<file path="config.mk">
export PLATFORM = sky130hd
export DESIGN_NAME = imem_loader_flat
export DESIGN_NICKNAME = d
export VERILOG_FILES = /design/src/rtl/imem_loader_if.sv /design/src/rtl/imem_loader.sv /design/src/flat_wrapper.sv
export SDC_FILE = /design/constraint.sdc
export NUM_CORES = 1
export LEC_CHECK = 0
export ABC_CLOCK_PERIOD_IN_PS = 1610
export CAP_MARGIN = 30
export CORE_UTILIZATION = 48
export CTS_BUF_LIST = sky130_fd_sc_hd__clkbuf_4 sky130_fd_sc_hd__clkbuf_8
export DETAILED_ROUTE_END_ITERATION = 10
export PLACE_DENSITY_LB_ADDON = 0.12
export RECOVER_POWER = 50
export SLEW_MARGIN = 20
export SYNTH_ARGS = -nofsm -noshare
export SYNTH_HDL_FRONTEND = slang
export SYNTH_SLANG_ARGS = --single-unit
</file>
<file path="constraint.sdc">
create_clock -name clk -period 1.61 [get_ports clk]
set_input_delay 0.322 -clock clk [delete_from_list [all_inputs] [get_ports clk]]
set_output_delay 0.322 -clock clk [all_outputs]
set_load 0.05 [all_outputs]
</file>
<file path="src/rtl/imem_loader_if.sv">
// Byte stream handshake into the instruction memory loader.
// The master (upstream source) drives valid/data and the slave (the loader) drives ready.
interface imem_loader_if;
  logic       byte_valid;
  logic [7:0] byte_data;
  logic       byte_ready;

  modport master (
    output byte_valid,
    output byte_data,
    input  byte_ready
  );

  modport slave (
    input  byte_valid,
    input  byte_data,
    output byte_ready
  );
endinterface

</file>
<file path="src/rtl/imem_loader.sv">
// Framed byte stream to instruction memory writer.
// Holds the CPU in reset until a complete, checksum-verified program is in memory.
module imem_loader #(
  parameter int MEMORY_SIZE = 32
) (
  input  logic          clk,
  input  logic          rst,
  imem_loader_if.slave  bs,
  output logic          wr_en,
  output logic [31:0]   wr_addr,
  output logic [31:0]   wr_data,
  output logic          cpu_hold,
  output logic          done,
  output logic          error
);

  localparam int IDX_W = $clog2(MEMORY_SIZE) + 1;

  typedef enum logic [2:0] {
    S_LEN_LO,
    S_LEN_HI,
    S_DATA,
    S_CHECK,
    S_DONE,
    S_ERROR
  } state_t;

  state_t             state_reg, state_next;
  logic [7:0]         len_lo_reg;
  logic [IDX_W-1:0]   n_words_reg;
  logic [IDX_W-1:0]   word_idx_reg;
  logic [1:0]         byte_cnt_reg;
  logic [7:0]         csum_reg;
  logic               wr_en_reg;
  logic [31:0]        wr_addr_reg;
  logic [31:0]        wr_data_reg;

  logic               accept;
  logic [15:0]        len_full;
  logic               len_too_big;
  logic               word_done;
  logic               last_word;

  assign accept      = bs.byte_valid && bs.byte_ready;
  assign len_full    = {bs.byte_data, len_lo_reg};
  assign len_too_big = 32'(len_full) > 32'(MEMORY_SIZE);
  assign word_done   = (byte_cnt_reg == 2'd3);
  assign last_word   = ((word_idx_reg + IDX_W'(1)) == n_words_reg);

  // Lower three bytes of the word under assembly; the 4th byte goes straight to wr_data.
  genvar gi;
  generate
    for (gi = 0; gi < 3; gi++) begin : g_lane
      logic [7:0] lane_reg;
      always_ff @(posedge clk) begin
        if (rst) begin
          lane_reg <= 8'h00;
        end else if (accept && state_reg == S_DATA && byte_cnt_reg == 2'(gi)) begin
          lane_reg <= bs.byte_data;
        end
      end
    end
  endgenerate

  always_comb begin
    state_next = state_reg;
    case (state_reg)
      S_LEN_LO: if (accept) state_next = S_LEN_HI;
      S_LEN_HI: begin
        if (accept) begin
          if (len_too_big)         state_next = S_ERROR;
          else if (len_full == '0) state_next = S_CHECK;
          else                     state_next = S_DATA;
        end
      end
      S_DATA:  if (accept && word_done && last_word) state_next = S_CHECK;
      S_CHECK: begin
        if (accept) state_next = (bs.byte_data == csum_reg) ? S_DONE : S_ERROR;
      end
      default: state_next = state_reg;
    endcase
  end

  always_ff @(posedge clk) begin
    if (rst) begin
      state_reg    <= S_LEN_LO;
      len_lo_reg   <= 8'h00;
      n_words_reg  <= '0;
      word_idx_reg <= '0;
      byte_cnt_reg <= 2'd0;
      csum_reg     <= 8'h00;
      wr_en_reg    <= 1'b0;
      wr_addr_reg  <= 32'h0;
      wr_data_reg  <= 32'h0;
    end else begin
      state_reg <= state_next;
      wr_en_reg <= 1'b0;
      if (accept) begin
        case (state_reg)
          S_LEN_LO: len_lo_reg  <= bs.byte_data;
          S_LEN_HI: n_words_reg <= len_full[IDX_W-1:0];
          S_DATA: begin
            csum_reg     <= csum_reg ^ bs.byte_data;
            byte_cnt_reg <= byte_cnt_reg + 2'd1;
            if (word_done) begin
              wr_en_reg    <= 1'b1;
              wr_data_reg  <= {bs.byte_data, g_lane[2].lane_reg,
                               g_lane[1].lane_reg, g_lane[0].lane_reg};
              wr_addr_reg  <= 32'({word_idx_reg, 2'b00});
              word_idx_reg <= word_idx_reg + IDX_W'(1);
            end
          end
          default: ;
        endcase
      end
    end
  end

  assign bs.byte_ready = (state_reg != S_DONE) && (state_reg != S_ERROR);
  assign wr_en         = wr_en_reg;
  assign wr_addr       = wr_addr_reg;
  assign wr_data       = wr_data_reg;
  assign cpu_hold      = (state_reg != S_DONE);
  assign done          = (state_reg == S_DONE);
  assign error         = (state_reg == S_ERROR);

endmodule

</file>
<file path="src/flat_wrapper.sv">
// flat-port wrapper written by rule: the top's interface ports become plain ports
module imem_loader_flat 
#(
  parameter int MEMORY_SIZE = 32
)
  (clk, rst, wr_en, wr_addr, wr_data, cpu_hold, done, error, bs_byte_valid, bs_byte_data, bs_byte_ready);
  imem_loader_if bs_i ();
  input  logic clk;
  input  logic rst;
  output logic wr_en;
  output logic [31:0] wr_addr;
  output logic [31:0] wr_data;
  output logic cpu_hold;
  output logic done;
  output logic error;
  input wire logic [$bits(bs_i.byte_valid)-1:0] bs_byte_valid;
  input wire logic [$bits(bs_i.byte_data)-1:0] bs_byte_data;
  output wire logic [$bits(bs_i.byte_ready)-1:0] bs_byte_ready;
  assign bs_i.byte_valid = bs_byte_valid;
  assign bs_i.byte_data = bs_byte_data;
  assign bs_byte_ready = bs_i.byte_ready;
  imem_loader #(.MEMORY_SIZE(MEMORY_SIZE)) u_core (.clk(clk), .rst(rst), .bs(bs_i), .wr_en(wr_en), .wr_addr(wr_addr), .wr_data(wr_data), .cpu_hold(cpu_hold), .done(done), .error(error));
endmodule
</file>
# --- Word level (Yosys, flattened, before mapping) ---
# Index checks and enable logic that the tools add are counted.
totals:
  regBits: 96
  in_bits: 11
  output_inout_bits: 69
  elab_cells: 61
op_classes:
  n_addsub: 2
  n_lt_le_gt_ge: 1
  eq_ne: 16
  n_mux: 9
  n_bitwise: 3
  n_reduce_logical: 18
ops:
  columns: ["operator", "count"]
  rows:
  - ["$gt A16 B6 Y1 const B", 1]
  - ["$logic_not A16 Y1", 1]
  - ["$mux W3", 5]
  - ["$pmux W3 S4", 1]
  - ["$eq A8 B8 Y1", 1]
  - ["$logic_and A1 B1 Y1", 8]
  - ["$xor A8 B8 Y8", 1]
  - ["$add A6 B1 Y6 const B", 1]
  - ["$eq A3 B2 Y1 const B", 2]
  - ["$eq A3 B3 Y1 const B", 2]
  - ["$eq A6 B6 Y1", 1]
  - ["$ne A2 B1 Y1 const B", 3]
  - ["$ne A3 B3 Y1 const B", 2]
  - ["$reduce_and A2 Y1", 3]
  - ["$reduce_and A5 Y1", 1]
  - ["$eq A2 B2 Y1 const B", 2]
  - ["$reduce_bool A4 Y1", 1]
  - ["$eq A3 B1 Y1 const B", 1]
  - ["$logic_not A3 Y1", 1]
  - ["$mux W1", 3]
  - ["$reduce_and A3 Y1", 1]
  - ["$reduce_or A3 Y1", 1]
  - ["$add A2 B1 Y2 const B", 1]
  - ["$eq A2 B1 Y1 const B", 1]
  - ["3 further kinds", 4]

# --- Longest topological paths before layout ---
# Gate-level depths: netlist of run 1.
logic_depth:
  ltp_word: 7
  depth_mapped: 7
  ltp_nobuf: 6

# --- Worst setup path before layout of run 1 ---
# No wires, ideal clock.
synth_path:
  kind: "register to output"
  startpoint: "reg u_core.state_reg[1]"
  endpoint: "out done"
  t_arrival_ns: 1.702
  t_required_ns: 1.288
  slack_ns: -0.414
  path_stages_with_launch: 4
  n_path_buf: 0
  path_cell_list: "dfxtp_1 -> nand2b_1 -> nand2b_1 -> inv_1"
synth_via:
  elab_chain_len: 1
synth_lines:
  columns: ["element", "line_no", "text"]
  rows:
  - ["start: declaration", "imem_loader.sv:28", "state_t state_reg, state_next;"]
  - ["start signal: assignment", "imem_loader.sv:96", "state_reg <= state_next;"]
  - ["$eq A3 B3 Y1", "imem_loader.sv:124", "assign done = (state_reg == S_DONE);"]
  - ["end: declaration", "flat_wrapper.sv:14", "output logic done;"]
# No other way between the ends.

# --- Worst setup path in the final report of run 1 ---
# Ends and elaborated chain as after synthesis.

==> impl_results.html, run 1 <==
<table>
<tr><th>Metric</th><th>Value</th></tr>
<tr><th colspan="2">Yosys</th></tr>
<tr><td>Synth warnings</td><td>0</td></tr>
<tr><td>Netlist area before placement</td><td>4030 µm²</td></tr>
<tr><td>Share of synthesized area occupied by flip-flops and latches</td><td>47.7%</td></tr>
<tr><td>#FFs+latches synth</td><td>96</td></tr>
<tr><td>Gate count of the mapped netlist</td><td>508</td></tr>
<tr><td>Mean post-synth cell area</td><td>7.94 µm²</td></tr>
<tr><td>Number of distinct library cell variants in the gate-level netlist after synthesis</td><td>39</td></tr>
<tr><th colspan="2">Layout</th></tr>
<tr><td>Max FFs per register</td><td>32</td></tr>
<tr><td>Syn-to-layout area delta</td><td>20.9%</td></tr>
<tr><td>NumNets Final</td><td>590</td></tr>
<tr><td>Fraction of layout instances using a drive strength above 1</td><td>20.7%</td></tr>
<tr><td>Most frequent standard cell in the layout excluding fill and tap cells</td><td>nand2_1</td></tr>
<tr><td>Most frequent cells in the layout</td><td>nand2_1, dfxtp_1, a21oi_1</td></tr>
<tr><td>Antenna diode count</td><td>0</td></tr>
<tr><td>Number of standard cells in the final layout excluding fillers</td><td>684</td></tr>
<tr><th colspan="2">Drt</th></tr>
<tr><td>Number of vias per cell</td><td>4.98</td></tr>
<tr><td>Via count</td><td>3409</td></tr>
<tr><td>Total DRC errors in the routed layout</td><td>0</td></tr>
<tr><td>Routed wire length</td><td>9.15 mm</td></tr>
<tr><td>Initial DRC count</td><td>133</td></tr>
<tr><td>Per-cell routed wire length</td><td>13.4 µm</td></tr>
<tr><td>First-pass detailed-route iteration total</td><td>4</td></tr>
<tr><td>Post-route ant nets</td><td>0</td></tr>
<tr><th colspan="2">GRT</th></tr>
<tr><td>GRT Overall Usage</td><td>22.1%</td></tr>
<tr><td>Number of global-route vias before repair</td><td>3029</td></tr>
<tr><td>Antenna violations before repair</td><td>0</td></tr>
<tr><td>Pin count of the biggest net entering global routing</td><td>56</td></tr>
<tr><td>Global-route wire length before repair</td><td>14.7 mm</td></tr>
<tr><td>Global route overflow</td><td>0</td></tr>
<tr><th colspan="2">STA</th></tr>
<tr><td>RSZ-0062 raised after global routing</td><td>yes</td></tr>
<tr><td>Upper clock frequency limit</td><td>608 MHz</td></tr>
<tr><td>Final worst-path cycle share</td><td>102%</td></tr>
<tr><td>Final worst clock skew</td><td>10.6 ps</td></tr>
<tr><td>Endpoints failing hold</td><td>0</td></tr>
<tr><td>Slew Limit Fails</td><td>0</td></tr>
<tr><td>Post-route setup slack</td><td>-35.1 ps</td></tr>
<tr><td>Min cycle time layout</td><td>1650 ps</td></tr>
<tr><td>Final hold slack</td><td>370 ps</td></tr>
<tr><td>Count of endpoints failing setup in the final report</td><td>2</td></tr>
<tr><th colspan="2">Critical path</th></tr>
<tr><td>Worst EP arrival</td><td>1320 ps</td></tr>
<tr><td>Number of cells on the worst reg-to-reg path</td><td>6</td></tr>
<tr><td>Endpoint class of the critical path</td><td>output pin</td></tr>
<tr><td>Critical path fanouts, max</td><td>3</td></tr>
<tr><td>Startpoint types</td><td>register</td></tr>
<tr><td>Data required time of the critical path</td><td>1290 ps</td></tr>
<tr><td>Slack of the worst reg-to-reg path</td><td>-20 ps</td></tr>
<tr><td>Category of the critical setup timing path</td><td>register to output pin</td></tr>
<tr><th colspan="2">Placement</th></tr>
<tr><td>Port Buffers</td><td>53</td></tr>
<tr><td>RePlAce Congestion</td><td>0.841</td></tr>
<tr><td>Pre-CTS setup slack</td><td>-455 ps</td></tr>
<tr><td>Post-DP HPWL</td><td>6.38 mm</td></tr>
<tr><td>Count of placed standard cells including taps</td><td>664</td></tr>
<tr><th colspan="2">Run status</th></tr>
<tr><td>Violated checks</td><td>setup timing</td></tr>
<tr><td>Result of the run</td><td>finished with violations</td></tr>
<tr><th colspan="2">Die</th></tr>
<tr><td>Floorplan core area</td><td>8180 µm²</td></tr>
<tr><td>Horizontal extent of the die</td><td>93.6 µm</td></tr>
<tr><td>Initial core utilization</td><td>49.3%</td></tr>
<tr><td>Total number of placement rows</td><td>33</td></tr>
<tr><td>Number of top-level pins</td><td>80</td></tr>
<tr><td>Overall die height</td><td>93.6 µm</td></tr>
<tr><td>Total die area</td><td>8770 µm²</td></tr>
<tr><th colspan="2">CTS</th></tr>
<tr><td>CTS sink count</td><td>96</td></tr>
<tr><td>Clock edge transition at the registers on the reported setup and hold paths</td><td>90 ps</td></tr>
<tr><td>TritonCTS clock tree</td><td>done</td></tr>
<tr><td>Maximum clock path buffer count</td><td>2</td></tr>
<tr><td>Root buffer cell</td><td>clkbuf_8</td></tr>
<tr><td>Number of clock buffers inserted by TritonCTS</td><td>9</td></tr>
<tr><td># H-tree levels</td><td>3</td></tr>
<tr><td>Later-pin clock latency in the skew report</td><td>370 ps</td></tr>
<tr><th colspan="2">Pwr</th></tr>
<tr><td>Ratio of total power to cell area</td><td>920 nW/µm²</td></tr>
<tr><td>Leakage component of the power</td><td>1.88 nW</td></tr>
<tr><td>Post-route total power</td><td>4.48 mW</td></tr>
<tr><td>Largest voltage drop on the vdd net</td><td>0.000449 V</td></tr>
<tr><th colspan="2">Job</th></tr>
<tr><td>Max-cap viol count</td><td>0</td></tr>
<tr><th colspan="2">Worst hold path</th></tr>
<tr><td>Number of instances on the worst hold path</td><td>4</td></tr>
<tr><td>Worst hold-check path type</td><td>input pin to register</td></tr>
</table>
==> kinds of logic after synthesis <==
group | count (synthesis) | share of synthesized area (%)
adder cells (fa/ha/maj) | 5 | 1.55
AO/OA/AOI/OAI | 96 | 12.6
other | 1 | 0.0930
flip-flops | 96 | 47.7
buffers and inverters | 68 | 9.12
AND/OR/NAND/NOR | 215 | 23.1
XOR/XNOR | 27 | 5.87
==> routing by layer <==
layer | vias up | share of wire (%) | GRT usage, %
met5 | - | 0 | 0
met3 | 14 | 4.4 | 3.25
met4 | 0 | 2.2 | 10.5
met2 | 78 | 46 | 35.8
li1 | 1740 | - | -
met1 | 1577 | 48 | 28.8
==> repair_timing <==
action | in CTS | in global routing
pin swaps | 7 | 7
setup endpoints to repair | 6 | 29
gates resized for setup | 8 | 13
setup buffers | 3 | 1
hold buffers | 0 | 0
==> per-stage QoR <==
step                utilization (%)  setup TNS [ps]  area [µm²]
CTS                            60.4            -119        4930
global route                   59.6            -821        4870
detailed placement             57.2          -22600        4680
floorplan                         -           -26.4        4140
global placement               57.2          -20000        4680
finish                         59.6           -50.4        4870
==> synth_stat cells <==
master	n	share of area [%]
dfxtp_1	96	48
nor2b_1	2	0.31
o31ai_1	1	0.19
a41oi_1	1	0.22
buf_6	1	0.28
a31oi_1	1	0.16
buf_4	26	4.8
nor4_4	1	0.53
and2_1	1	0.16
o21bai_1	1	0.19
nor4_1	3	0.47
and4bb_2	1	0.31
xor2_1	17	3.7
xnor2_1	10	2.2
or3_1	1	0.16
nor2_2	1	0.16
o21ai_0	7	0.87
inv_1	4	0.37
o21ai_1	2	0.25
a2111oi_0	1	0.22
o21a_1	1	0.19
or4_1	2	0.37
buf_2	6	0.74
nand3_1	27	3.4
or4b_1	1	0.25
ha_1	5	1.6
nand3b_1	2	0.37
a311oi_1	1	0.22
clkbuf_1	31	2.9
o311ai_0	1	0.22
conb_1	1	0.093
o211ai_1	1	0.19
nor3b_1	1	0.19
nand2_1	141	13
or4_4	1	0.28
nand2b_1	3	0.47
a21oi_1	78	9.7
nor2_1	23	2.1
nor3_1	4	0.50
==> path summary, 6_finish.rpt <==
check,startpoint,end
setup / recovery,u_core.state_reg[1],done
hold reg to reg,u_core.g_lane[2].lane_reg[3],u_core.wr_data[19]
hold / removal,rst,u_core.state_reg[0]
setup reg to reg,u_core.word_idx_reg[2],u_core.state_reg[0]
==> worst max-delay path, stage by stage (launching register included) <==
cell and delay (ps):
dfxtp_2 330, buf_6 110, nand2b_4 140, nand2b_4 170, clkinvlp_4 90, buf_12 130
==> power breakdown <==
part / switching [mW] / total, mW / leakage (nW) / internal, mW
combinational: 0.303 / 0.428 / 1.00 / 0.125
sequential: 0.0155 / 2.41 / 0.777 / 2.39
clock: 0.898 / 1.65 / 0.104 / 0.750
==> area by class of cell <==
type	instances	area (µm²)
Clock buffer	9	124
Clock inverter	7	86.3
Fill cell	754	3300
Inverter	4	18.8
Multi-Input combinational cell	369	1890
Sequential cell	96	1930
Tap cell	105	131
Timing Repair Buffer	94	698
No activity file was read; power rests on OpenSTA's default activity.
==> run 2, diff against run 1 <==
ABC_CLOCK_PERIOD_IN_PS = 1400   (was 1610)
PLACE_DENSITY = 0.79   (was default)
PLACE_DENSITY_LB_ADDON = default   (was 0.12)
TNS_END_PERCENT = 20   (was default)
clock period = 1.4 ns   (was 1.61 ns; I/O delays follow)
==> impl_results.html, run 2 (synthesized netlist as in run 1, its figures left out) <==
<table>
<tr><th>Metric</th><th>Value</th></tr>
<tr><th colspan="2">Placement</th></tr>
<tr><td>Post-DP HPWL</td><td>6.65 mm (was 6.38 mm)</td></tr>
<tr><td>RePlAce Congestion</td><td>0.841 (about the same)</td></tr>
<tr><td>Count of placed standard cells including taps</td><td>673 (was 664)</td></tr>
<tr><td>Port Buffers</td><td>53 (unchanged)</td></tr>
<tr><th colspan="2">Layout</th></tr>
<tr><td>Number of standard cells in the final layout excluding fillers</td><td>697 (was 684)</td></tr>
<tr><td>NumNets Final</td><td>603 (was 590)</td></tr>
<tr><td>Fraction of layout instances using a drive strength above 1</td><td>28.7% (was 20.7%)</td></tr>
<tr><td>Post-layout utilization of the core</td><td>64.5% (was 59.6%)</td></tr>
<tr><td>Most frequent cells in the layout</td><td>nand2_1, dfxtp_1, a21oi_1 (unchanged)</td></tr>
<tr><td>Max FFs per register</td><td>32 (unchanged)</td></tr>
<tr><td>Syn-to-layout area delta</td><td>30.9% (was 20.9%)</td></tr>
<tr><td>Antenna diode count</td><td>0 (unchanged)</td></tr>
<tr><td>Most frequent standard cell in the layout excluding fill and tap cells</td><td>nand2_1 (unchanged)</td></tr>
<tr><th colspan="2">STA</th></tr>
<tr><td>Final hold slack</td><td>381 ps (was 370 ps)</td></tr>
<tr><td>Count of endpoints failing setup in the final report</td><td>34 (was 2)</td></tr>
<tr><td>Final worst-path cycle share</td><td>119%</td></tr>
<tr><td>Post-route setup slack</td><td>-261 ps (was -35.1 ps)</td></tr>
<tr><td>RSZ-0062 raised after global routing</td><td>yes (unchanged)</td></tr>
<tr><td>Final worst clock skew</td><td>8.99 ps (was 10.6 ps)</td></tr>
<tr><td>Slew Limit Fails</td><td>0 (unchanged)</td></tr>
<tr><td>Upper clock frequency limit</td><td>602 MHz</td></tr>
<tr><td>Endpoints failing hold</td><td>0 (unchanged)</td></tr>
<tr><td>Min cycle time layout</td><td>1660 ps</td></tr>
<tr><th colspan="2">Run status</th></tr>
<tr><td>Violated checks</td><td>setup timing (unchanged)</td></tr>
<tr><td>Result of the run</td><td>finished with violations (unchanged)</td></tr>
<tr><th colspan="2">CTS</th></tr>
<tr><td>Later-pin clock latency in the skew report</td><td>370 ps (about the same)</td></tr>
<tr><td>Maximum clock path buffer count</td><td>2 (unchanged)</td></tr>
<tr><td>TritonCTS clock tree</td><td>done (unchanged)</td></tr>
<tr><td>Root buffer cell</td><td>clkbuf_8 (unchanged)</td></tr>
<tr><td># H-tree levels</td><td>3 (unchanged)</td></tr>
<tr><td>Number of clock buffers inserted by TritonCTS</td><td>9 (unchanged)</td></tr>
<tr><td>CTS sink count</td><td>96 (unchanged)</td></tr>
<tr><td>Number of hold buffers added after cts</td><td>0 (unchanged)</td></tr>
<tr><td>Clock edge transition at the registers on the reported setup and hold paths</td><td>90 ps (about the same)</td></tr>
<tr><th colspan="2">Critical path</th></tr>
<tr><td>Slowest cell on the critical path</td><td>dfxtp_2 (unchanged)</td></tr>
<tr><td>Category of the critical setup timing path</td><td>register to output pin (unchanged)</td></tr>
<tr><td>WP buf/inv</td><td>4 (was 3)</td></tr>
<tr><td>Data required time of the critical path</td><td>1120 ps (was 1290 ps)</td></tr>
<tr><td>CP Cell Sequence</td><td>buf_6 &gt; buf_6 &gt; nand2b_4 &gt; nand2b_4 &gt; clkinvlp_4 &gt; buf_12 (was buf_6 &gt; nand2b_4 &gt; nand2b_4 &gt; clkinvlp_4 &gt; buf_12)</td></tr>
<tr><td>Family with the most delay on the worst path</td><td>buffers and inverters (was flip-flops)</td></tr>
<tr><td>Endpoint class of the critical path</td><td>output pin (unchanged)</td></tr>
<tr><td>Worst EP arrival</td><td>1380 ps (was 1320 ps)</td></tr>
<tr><td>Worst stage delay on the critical path</td><td>330 ps (about the same)</td></tr>
<tr><td>Critical path fanouts, max</td><td>3 (unchanged)</td></tr>
<tr><td>Startpoint types</td><td>register (unchanged)</td></tr>
<tr><th colspan="2">Drt</th></tr>
<tr><td>Routed wire length</td><td>10.5 mm (was 9.15 mm)</td></tr>
<tr><td>Per-cell routed wire length</td><td>15.1 µm (was 13.4 µm)</td></tr>
<tr><td>Met3 WL</td><td>683 µm (was 403 µm)</td></tr>
<tr><td>DRT met1 WL</td><td>4.27 mm (was 4.36 mm)</td></tr>
<tr><td>Number of vias per cell</td><td>5.32 (was 4.98)</td></tr>
<tr><td>Wire length on met2</td><td>5.32 mm (was 4.18 mm)</td></tr>
<tr><td>Top sig layer</td><td>met4 (unchanged)</td></tr>
<tr><td>Via count</td><td>3710 (was 3409)</td></tr>
<tr><td>Post-route ant nets</td><td>0 (unchanged)</td></tr>
<tr><td>Total DRC errors in the routed layout</td><td>0 (unchanged)</td></tr>
<tr><td>First-pass detailed-route iteration total</td><td>7 (was 4)</td></tr>
<tr><td>Initial DRC count</td><td>271 (was 133)</td></tr>
<tr><th colspan="2">Die</th></tr>
<tr><td>Initial core utilization</td><td>49.3% (unchanged)</td></tr>
<tr><td>Number of top-level pins</td><td>80 (unchanged)</td></tr>
<tr><td>Total die area</td><td>8770 µm² (unchanged)</td></tr>
<tr><td>Total number of placement rows</td><td>33 (unchanged)</td></tr>
<tr><td>Horizontal extent of the die</td><td>93.6 µm (unchanged)</td></tr>
<tr><td>Overall die height</td><td>93.6 µm (unchanged)</td></tr>
<tr><td>Floorplan core area</td><td>8180 µm² (unchanged)</td></tr>
<tr><th colspan="2">GRT</th></tr>
<tr><td>Number of global-route vias before repair</td><td>3376 (was 3029)</td></tr>
<tr><td>Pin count of the biggest net entering global routing</td><td>62 (was 56)</td></tr>
<tr><td>Global route overflow</td><td>0 (unchanged)</td></tr>
<tr><td>GRT Overall Usage</td><td>23.5% (was 22.1%)</td></tr>
<tr><td>Global-route wire length before repair</td><td>16.0 mm (was 14.7 mm)</td></tr>
<tr><td>Antenna violations before repair</td><td>0 (unchanged)</td></tr>
<tr><th colspan="2">Pwr</th></tr>
<tr><td>Largest voltage drop on the vdd net</td><td>0.000555 V (was 0.000449 V)</td></tr>
<tr><td>Ratio of total power to cell area</td><td>992 nW/µm² (was 920 nW/µm²)</td></tr>
<tr><td>Leakage component of the power</td><td>1.99 nW (was 1.88 nW)</td></tr>
<tr><th colspan="2">Job</th></tr>
<tr><td>Max-cap viol count</td><td>0 (unchanged)</td></tr>
<tr><th colspan="2">Worst hold path</th></tr>
<tr><td>Worst hold-check path type</td><td>input pin to register (unchanged)</td></tr>
</table>
## run 2: cell count changes in the layout (fill, tap and decap cells not counted), moves of 3 or more
cell           before  now
a21oi_2             0   23
buf_6               1    7
buf_12              5   14
dlygate4sd2_1       1    5
a21oi_1            78   55
nand2_1           140  137
clkbuf_2           39   34
## run 2: power by group
part	internal, mW	total, mW	switching, mW
Clock	0.872	1.90	1.03
Sequential	2.75	2.77	0.0175
Combinational	0.177	0.558	0.381
## run 2: timing repair
action / 4_1_cts / 5_1_grt
cloned: 0 / 1
resized for setup: 26 / 52
buffers inserted: 2 / 5
endpoints found under the setup margin: 71 / 88
pin swaps: 6 / 5
## run 2: routing by layer
| layer | global-route usage, % | vias up |
|---|---|---|
| met3 | 4.07 | 25 |
| met1 | 29.7 | 1765 |
| met4 | 10.0 | 0 |
| met2 | 39.4 | 156 |
| li1 | - | 1764 |
| met5 | 0 | - |
## run 2: cell type report
| class | instances | area (µm²) |
|---|---|---|
| Inverter | 4 | 22.5 |
| Multi-Input combinational cell | 369 | 2020 |
| Fill cell | 643 | 2900 |
| Clock buffer | 10 | 131 |
| Timing Repair Buffer | 107 | 961 |
| Clock inverter | 6 | 73.8 |
| Tap cell | 105 | 131 |
| Sequential cell | 96 | 1930 |
## run 2: path summary, 6_finish.rpt
| path | start | end | slack [ps] | cells past startpoint |
|---|---|---|---|---|
| min reg2reg | u_core.wr_data[5] | u_core.wr_data[5] | 460 | 2 |
| max reg2reg | u_core.word_idx_reg[0] | u_core.state_reg[0] | -190 | 6 |
| min | rst | u_core.state_reg[0] | 380 | 4 |
| max | u_core.state_reg[2] | done | -260 | 6 |
## run 2: worst register-to-register path: stages, from the launching register on
cell	delay [ps]
dfxtp_2	350
ha_2	220
nor3b_1	160
o21ai_1	160
o311ai_2	130
a311oi_2	370
nor3_2	90
## run 2: stage by stage
stage               setup TNS (ps)  setup WS, ps  instance area [µm²]  total power [mW]
floorplan                    -1660          -147                 4170              3.22
global placement            -38830          -625                 5250              3.32
detailed placement          -42420          -640                 5250              3.33
CTS                          -1600          -268                 5520              5.18
global route                 -5850          -300                 5280              5.40
finish                       -2720          -261                 5280              5.23
